--- config.mk ---
export PLATFORM = sky130hd
export DESIGN_NAME = qracc_mac_sequencer
export DESIGN_NICKNAME = d
export VERILOG_FILES = /design/src/rtl/qracc_mac_sequencer.sv
export SDC_FILE = /design/constraint.sdc
export NUM_CORES = 2
export LEC_CHECK = 0
export ABC_AREA = 1
export BUFFER_PORTS_ARGS = -buffer_cell sky130_fd_sc_hd__buf_2
export CAP_MARGIN = 20
export CORE_AREA = 2 2 456 458
export DETAILED_ROUTE_END_ITERATION = 10
export DIE_AREA = 0 0 458 460
export PLACE_DENSITY = 0.46
export SLEW_MARGIN = 10
export SYNTH_ARGS = -nofsm -noshare
export SYNTH_HDL_FRONTEND = slang
export SYNTH_SLANG_ARGS = --single-unit
export TNS_END_PERCENT = 50
--- constraint.sdc ---
create_clock -name clk -period 5.05 [get_ports clk]
set_clock_uncertainty 0.2 [all_clocks]
set_input_delay 1.01 -clock clk [delete_from_list [all_inputs] [get_ports clk]]
set_output_delay 1.01 -clock clk [all_outputs]
set_load 0.005 [all_outputs]
--- src/rtl/qracc_mac_sequencer.sv ---
// Bit-serial MAC sequencer for the 1-bit bipolar QR macro: drives one activation bit plane per
// MAC, shift-accumulates the signed column ADC codes, and shares the macro with host SRAM traffic.
module qracc_mac_sequencer #(
    parameter int numRows    = 128,
    parameter int numCols    = 32,
    parameter int numAdcBits = 4,
    parameter int inBits     = 4,
    localparam int accW      = numAdcBits + inBits,
    localparam int bW        = $clog2(inBits + 1)
) (
    input  logic                           clk,
    input  logic                           nrst,
    input  logic [bW-1:0]                  cfg_in_bits_i,
    input  logic                           in_valid_i,
    output logic                           in_ready_o,
    input  logic [numRows*inBits-1:0]      act_i,
    output logic                           out_valid_o,
    input  logic                           out_ready_i,
    output logic [numCols*accW-1:0]        result_o,
    output logic                           busy_o,
    output logic                           mac_en_o,
    output logic [numRows-1:0]             data_p_o,
    output logic [numRows-1:0]             data_n_o,
    input  logic [numCols*numAdcBits-1:0]  adc_i,
    input  logic                           sram_req_i,
    input  logic                           sram_busy_i,
    output logic                           sram_gnt_o
);

    typedef enum logic [1:0] {
        IDLE    = 2'd0,
        DRIVE   = 2'd1,
        CAPTURE = 2'd2,
        DONE    = 2'd3
    } state_t;

    state_t                         state_r, state_s;
    logic [numRows*inBits-1:0]      act_r, act_s;
    logic [bW-1:0]                  bits_r, bits_s;
    logic [bW-1:0]                  plane_r, plane_s;
    logic [numCols*accW-1:0]        acc_r, acc_s;
    logic                           last_mac_r, last_mac_s;
    logic                           idle_r;
    logic                           busy_r;
    logic                           mac_en_r;
    logic                           out_valid_r;
    logic [numRows-1:0]             data_p_r, data_p_s;
    logic [numRows-1:0]             data_n_r, data_n_s;
    logic [numRows-1:0]             plane_vec_s;
    logic                           sign_plane_s;
    logic                           in_ready_s;
    logic                           sram_gnt_s;

    // Runtime precision: zero means a single (sign-only) plane, oversize saturates at inBits.
    function automatic logic [bW-1:0] clamp_bits(input logic [bW-1:0] cfg);
        logic [bW-1:0] b;
        if (cfg == {bW{1'b0}}) begin
            b = bW'(1);
        end else if (cfg > bW'(inBits)) begin
            b = bW'(inBits);
        end else begin
            b = cfg;
        end
        return b;
    endfunction

    function automatic logic [numRows-1:0] plane_bits(input logic [numRows*inBits-1:0] act,
                                                      input logic [bW-1:0]             plane);
        logic [numRows-1:0] v;
        v = '0;
        for (int r = 0; r < numRows; r++) begin
            v[r] = act[r*inBits + int'(plane)];
        end
        return v;
    endfunction

    function automatic logic [accW-1:0] adc_ext(input logic [numAdcBits-1:0] code);
        return {{inBits{code[numAdcBits-1]}}, code};
    endfunction

    // Arbitration: whichever requester was not served last wins a same-cycle conflict.
    assign in_ready_s = idle_r & ~sram_busy_i & ~(sram_req_i & last_mac_r);
    assign sram_gnt_s = idle_r & sram_req_i & ~(in_valid_i & ~last_mac_r);

    assign in_ready_o  = in_ready_s;
    assign sram_gnt_o  = sram_gnt_s;
    assign out_valid_o = out_valid_r;
    assign result_o    = acc_r;
    assign busy_o      = busy_r;
    assign mac_en_o    = mac_en_r;
    assign data_p_o    = data_p_r;
    assign data_n_o    = data_n_r;

    // Next-state, plane sequencing, accumulation and arbitration history.
    always_comb begin
        state_s    = state_r;
        act_s      = act_r;
        bits_s     = bits_r;
        plane_s    = plane_r;
        acc_s      = acc_r;
        last_mac_s = last_mac_r;
        case (state_r)
            IDLE: begin
                if (in_valid_i && in_ready_s) begin
                    state_s = DRIVE;
                    act_s   = act_i;
                    bits_s  = clamp_bits(cfg_in_bits_i);
                    plane_s = {bW{1'b0}};
                    acc_s   = '0;
                end else begin
                    state_s = IDLE;
                end
                if (sram_gnt_s) begin
                    last_mac_s = 1'b0;
                end else begin
                    last_mac_s = last_mac_r;
                end
            end
            DRIVE: begin
                state_s = CAPTURE;
            end
            CAPTURE: begin
                // The wrapper registers its ADC, so the plane driven last cycle is on adc_i now.
                for (int c = 0; c < numCols; c++) begin
                    acc_s[c*accW +: accW] = acc_r[c*accW +: accW]
                                          + (adc_ext(adc_i[c*numAdcBits +: numAdcBits]) << plane_r);
                end
                if (plane_r == bits_r - bW'(1)) begin
                    state_s = DONE;
                end else begin
                    plane_s = plane_r + bW'(1);
                    state_s = DRIVE;
                end
            end
            DONE: begin
                if (out_ready_i) begin
                    state_s    = IDLE;
                    last_mac_s = 1'b1;
                end else begin
                    state_s = DONE;
                end
            end
            default: begin
                state_s = IDLE;
            end
        endcase
    end

    // Drive pattern for the upcoming DRIVE cycle; the top plane is the negative-weight sign plane.
    always_comb begin
        sign_plane_s = (plane_s == bits_s - bW'(1));
        plane_vec_s  = plane_bits(act_s, plane_s);
        if (state_s == DRIVE) begin
            if (sign_plane_s) begin
                data_p_s = '0;
                data_n_s = plane_vec_s;
            end else begin
                data_p_s = plane_vec_s;
                data_n_s = '0;
            end
        end else begin
            data_p_s = '0;
            data_n_s = '0;
        end
    end

    // State, datapath and registered outputs; async reset aborts any job in flight.
    always_ff @(posedge clk or negedge nrst) begin
        if (!nrst) begin
            state_r     <= IDLE;
            act_r       <= '0;
            bits_r      <= {bW{1'b0}};
            plane_r     <= {bW{1'b0}};
            acc_r       <= '0;
            last_mac_r  <= 1'b1;
            idle_r      <= 1'b0;
            busy_r      <= 1'b0;
            mac_en_r    <= 1'b0;
            out_valid_r <= 1'b0;
            data_p_r    <= '0;
            data_n_r    <= '0;
        end else begin
            state_r     <= state_s;
            act_r       <= act_s;
            bits_r      <= bits_s;
            plane_r     <= plane_s;
            acc_r       <= acc_s;
            last_mac_r  <= last_mac_s;
            idle_r      <= (state_s == IDLE);
            busy_r      <= (state_s != IDLE);
            mac_en_r    <= (state_s == DRIVE);
            out_valid_r <= (state_s == DONE);
            data_p_r    <= data_p_s;
            data_n_r    <= data_n_s;
        end
    end

endmodule

==> impl_metrics.py <==
metrics = {
    "global_routing": {
        "antenna_found_initial": 154,
        "globalRouteMet3Util_pct": 5.838,
        "grtUsageMet1_pct": 29.66,
        "gr-usage-met2_pct": 39.60,
        "grt_pass1_wl_um": 375600,
        "globalRouteTotalUtil_pct": 24.22,
        "grt.busiest_layer": "met2",
        "global_route.overflow_total": 0,
        "grt_max_degree": 224,
        "number_of_global_route_vias_before_repair": 53770,
    },
    "yosys": {
        "syn_nets": 8606,
        "synthDominantCellAreaShare_pct": 44.75,
        "synthesis.area_per_instance_sq_um": 7.526,
        "yosys_warnings": 0,
        "netlist_top_cells_area": "sky130_fd_sc_hd__dfrtp_1 45%, sky130_fd_sc_hd__nand2_1 11%, sky130_fd_sc_hd__o21ai_0 8.6%",
        "synth_most_common_cell": "sky130_fd_sc_hd__nand2_1",
        "synth_sequential_area_ratio_pct": 44.79,
        "ys_ff_latch": 1037,
        "synthArstFlopShare_pct": 100.0,
        "synthesis.area_sq_mm": 0.05794,
        "yosys.cell_types.count": 31,
        "synth_flop_cell": "sky130_fd_sc_hd__dfrtp_1",
        "synth_top_area_cell": "sky130_fd_sc_hd__dfrtp_1",
        "netlist_instances": 7698,
        "list_of_most_frequent_post_synthesis_cells": "1651 x sky130_fd_sc_hd__nand2_1, 1127 x sky130_fd_sc_hd__inv_1, 1036 x sky130_fd_sc_hd__dfrtp_1",
        "synth-edff-count": 0,
    },
    "sta": {
        "timing.final.hold_violations": 0,
        "finalSetupViolCount": 0,
        "hold_ws_ns": 0.1462,
        "worst_pin_slew_ns": 1.108,
        "period_share_pct": 85.19,
        "worst_slew_margin_rel_pct": 26.15,
        "final.min_clock_period_ns": 4.302,
        "final.setup.worst_slack_ns": 0.7479,
        "setup_repair_after_global_routing_missed_its_margin": "false",
        "max_clock_freq_mhz": 232.4,
        "final-max-slew-violation-count": 0,
        "timing.setup.tns_ns": 0,
    },
    "route": {
        "routed_wl_um": 261200,
        "detailroute.via_count": 55560,
        "firstDrtPassIters": 6,
        "routed_via_density": 4.816,
        "detail_route.wl_per_cell_um": 22.64,
        "post-route-drc-count": 0,
        "antenna_left": 0,
        "initialDrtViolationCount": 3869,
    },
    "worst_setup_path": {
        "crit_required_ns": 5.56,
        "kind_of_start_point_of_the_critical_path": "flop",
        "timing.setup.critical_path_class": "flop to flop",
        "critical_path_arrival_ns": 4.81,
        "worst-path-max-fanout": 67,
        "crit_path_end_kind": "flop",
        "critical_path_s_most_frequent_cell": "sky130_fd_sc_hd__nand2_1",
        "cpMaxStageDelayCell": "sky130_fd_sc_hd__dfrtp_4",
        "worst-r2r-setup-slack_ns": 0.75,
        "crit_path_cell_trace": "inv_4 > nand2_1 > nand2_1 > nand2_1 > nand2_1 > nand2_8 > nand2_8 > nand2_1 > nand2_1 > inv_1 > nor2_1 > nand3_4 > buf_12 > nor2_1",
        "critPathMaxStageDelay_ns": 0.66,
    },
    "clocking": {
        "cts-hold-fix-buffers": 0,
        "clkTransAtPathRegs_ns": 0.06,
        "cts-root-to-sink-buffers": 3,
        "later_pin_clock_latency_in_the_skew_report_ns": 0.80,
        "post-cts-setup-buffers": 0,
        "cts.sink_count": 1037,
        "htreeDepth": 4,
        "resized_after_cts": 0,
        "clock-root-buffer": "sky130_fd_sc_hd__clkbuf_16",
        "numCtsBuffers": 137,
        "tritoncts": "done",
    },
    "min_path": {
        "hp-class": "input pin to async pin",
    },
    "place": {
        "count_of_buffers_inserted_at_the_top_level_ports": 1165,
        "globalplace.congestion": 0.8992,
        "preCtsSetupSlack_ns": 0.2812,
        "dp_hpwl_um": 190000,
        "placed_cells_incl_taps": 11230,
        "detailed_place.area_sq_mm": 0.06652,
    },
    "floorplan": {
        "core.rowCount": 167,
        "ios": 1166,
        "floorplan.die.width_um": 458,
        "core-area_sq_mm": 0.2060,
        "die_h_um": 460,
        "floorplan.initialDensity_pct": 28.12,
        "die_area_sq_mm": 0.2107,
    },
    "final_layout": {
        "fill_cells": 22110,
        "layout.cells.non_filler": 11540,
        "post_route_cells_drive_above_1_share_pct": 20.26,
        "stdcell_area_sq_mm": 0.07148,
        "areaGrowthSynthToFinish_pct": 23.38,
        "fin_nets": 9575,
    },
    "power_and_ir_drop": {
        "vdd.ir_drop.worst_uv": 472.7,
        "leakage_uw": 0.03994,
        "power_density_mw_per_mm2": 733.3,
    },
    "run": {
        "maxCapViolCount": 0,
    },
    "outcome": {
        "run_status": "complete, no violations",
    },
}
[worst max-delay path: cells and delay by family (launching register included)]
family                 cells  cell delay (ns)
buffers and inverters      3             0.85
flip-flops                 1             0.66
AND/OR/NAND/NOR           11             2.27
[routing by layer]
metal | vias to the layer above | part of all wire, %
met4 | 78 | 5.2
met2 | 1746 | 47
met3 | 575 | 6.4
li1 | 26510 | -
met1 | 26650 | 41
met5 | - | 0.18
[flip-flops by register name, indices dropped and copies added, names as in the netlist]
signal       cells
act_r          512
bits_r           3
busy_o           1
data_n_o       128
data_p_o       128
idle_r           1
last_mac_r       1
mac_en_o         1
out_valid_o      1
plane_r          3
result_o       256
state_r          2
[area by class of cell]
class	instances	area, sq um	share of cell area, %
clock buffer	201	4123	5.767
tap	2704	3383	4.733
multi-input combinational	5100	25930	36.27
sequential	1037	25960	36.32
inverter	1132	4277	5.983
antenna	61	152.6	0.2135
timing repair buffer	1259	6972	9.753
clock inverter	42	688.2	0.9627
[report_power, final]
part           leakage (uW)  switching (uW)  internal, uW
logic                0.0251           18400          9440
registers            0.0124            2340         11800
clock network       0.00237            4210          6220
total                0.0399           24900         27500
[final timing paths]
check | startpoint | cells past startpoint | endpoint
setup / recovery | plane_r[2] | 14 | data_n_o[91]
hold / removal | nrst | 1 | result_o[80]
setup reg to reg | plane_r[2] | 14 | data_n_o[91]
hold reg to reg | act_r[492] | 2 | act_r[492]
max in group asynchronous | nrst | 3 | act_r[48]
min in group clk | act_i[222] | 3 | act_r[222]
[layout by cell type, fill, tap and decap left out, types with 65 or more instances in the layout]
cell	synthesis	final
sky130_fd_sc_hd__a21oi_1	225	225
sky130_fd_sc_hd__buf_2	125	1164
sky130_fd_sc_hd__clkbuf_16	0	140
sky130_fd_sc_hd__dfrtp_1	1036	1033
sky130_fd_sc_hd__ha_1	227	227
sky130_fd_sc_hd__inv_1	1127	1123
sky130_fd_sc_hd__nand2_1	1651	1649
sky130_fd_sc_hd__nand3_1	874	872
sky130_fd_sc_hd__nor2_1	617	616
sky130_fd_sc_hd__o21ai_0	995	995
sky130_fd_sc_hd__o31ai_1	65	65
sky130_fd_sc_hd__or2_2	273	273
[cell families after synthesis]
group / share of synthesized area, %
AO/OA/AOI/OAI: 12.78
XOR/XNOR: 0.4686
AND/OR/NAND/NOR: 25.32
adder cells (fa/ha/maj): 6.008
buffers and inverters: 10.63
flip-flops: 44.79
[through the flow]
step | total power [uW] | util [%]
finish | 52420 | 34.70
global route | 57010 | 34.68
global placement | 41970 | 32.29
floorplan | 31250 | -
detailed placement | 42150 | 32.29
CTS | 52920 | 34.62
(Power assumes the default switching activity.)
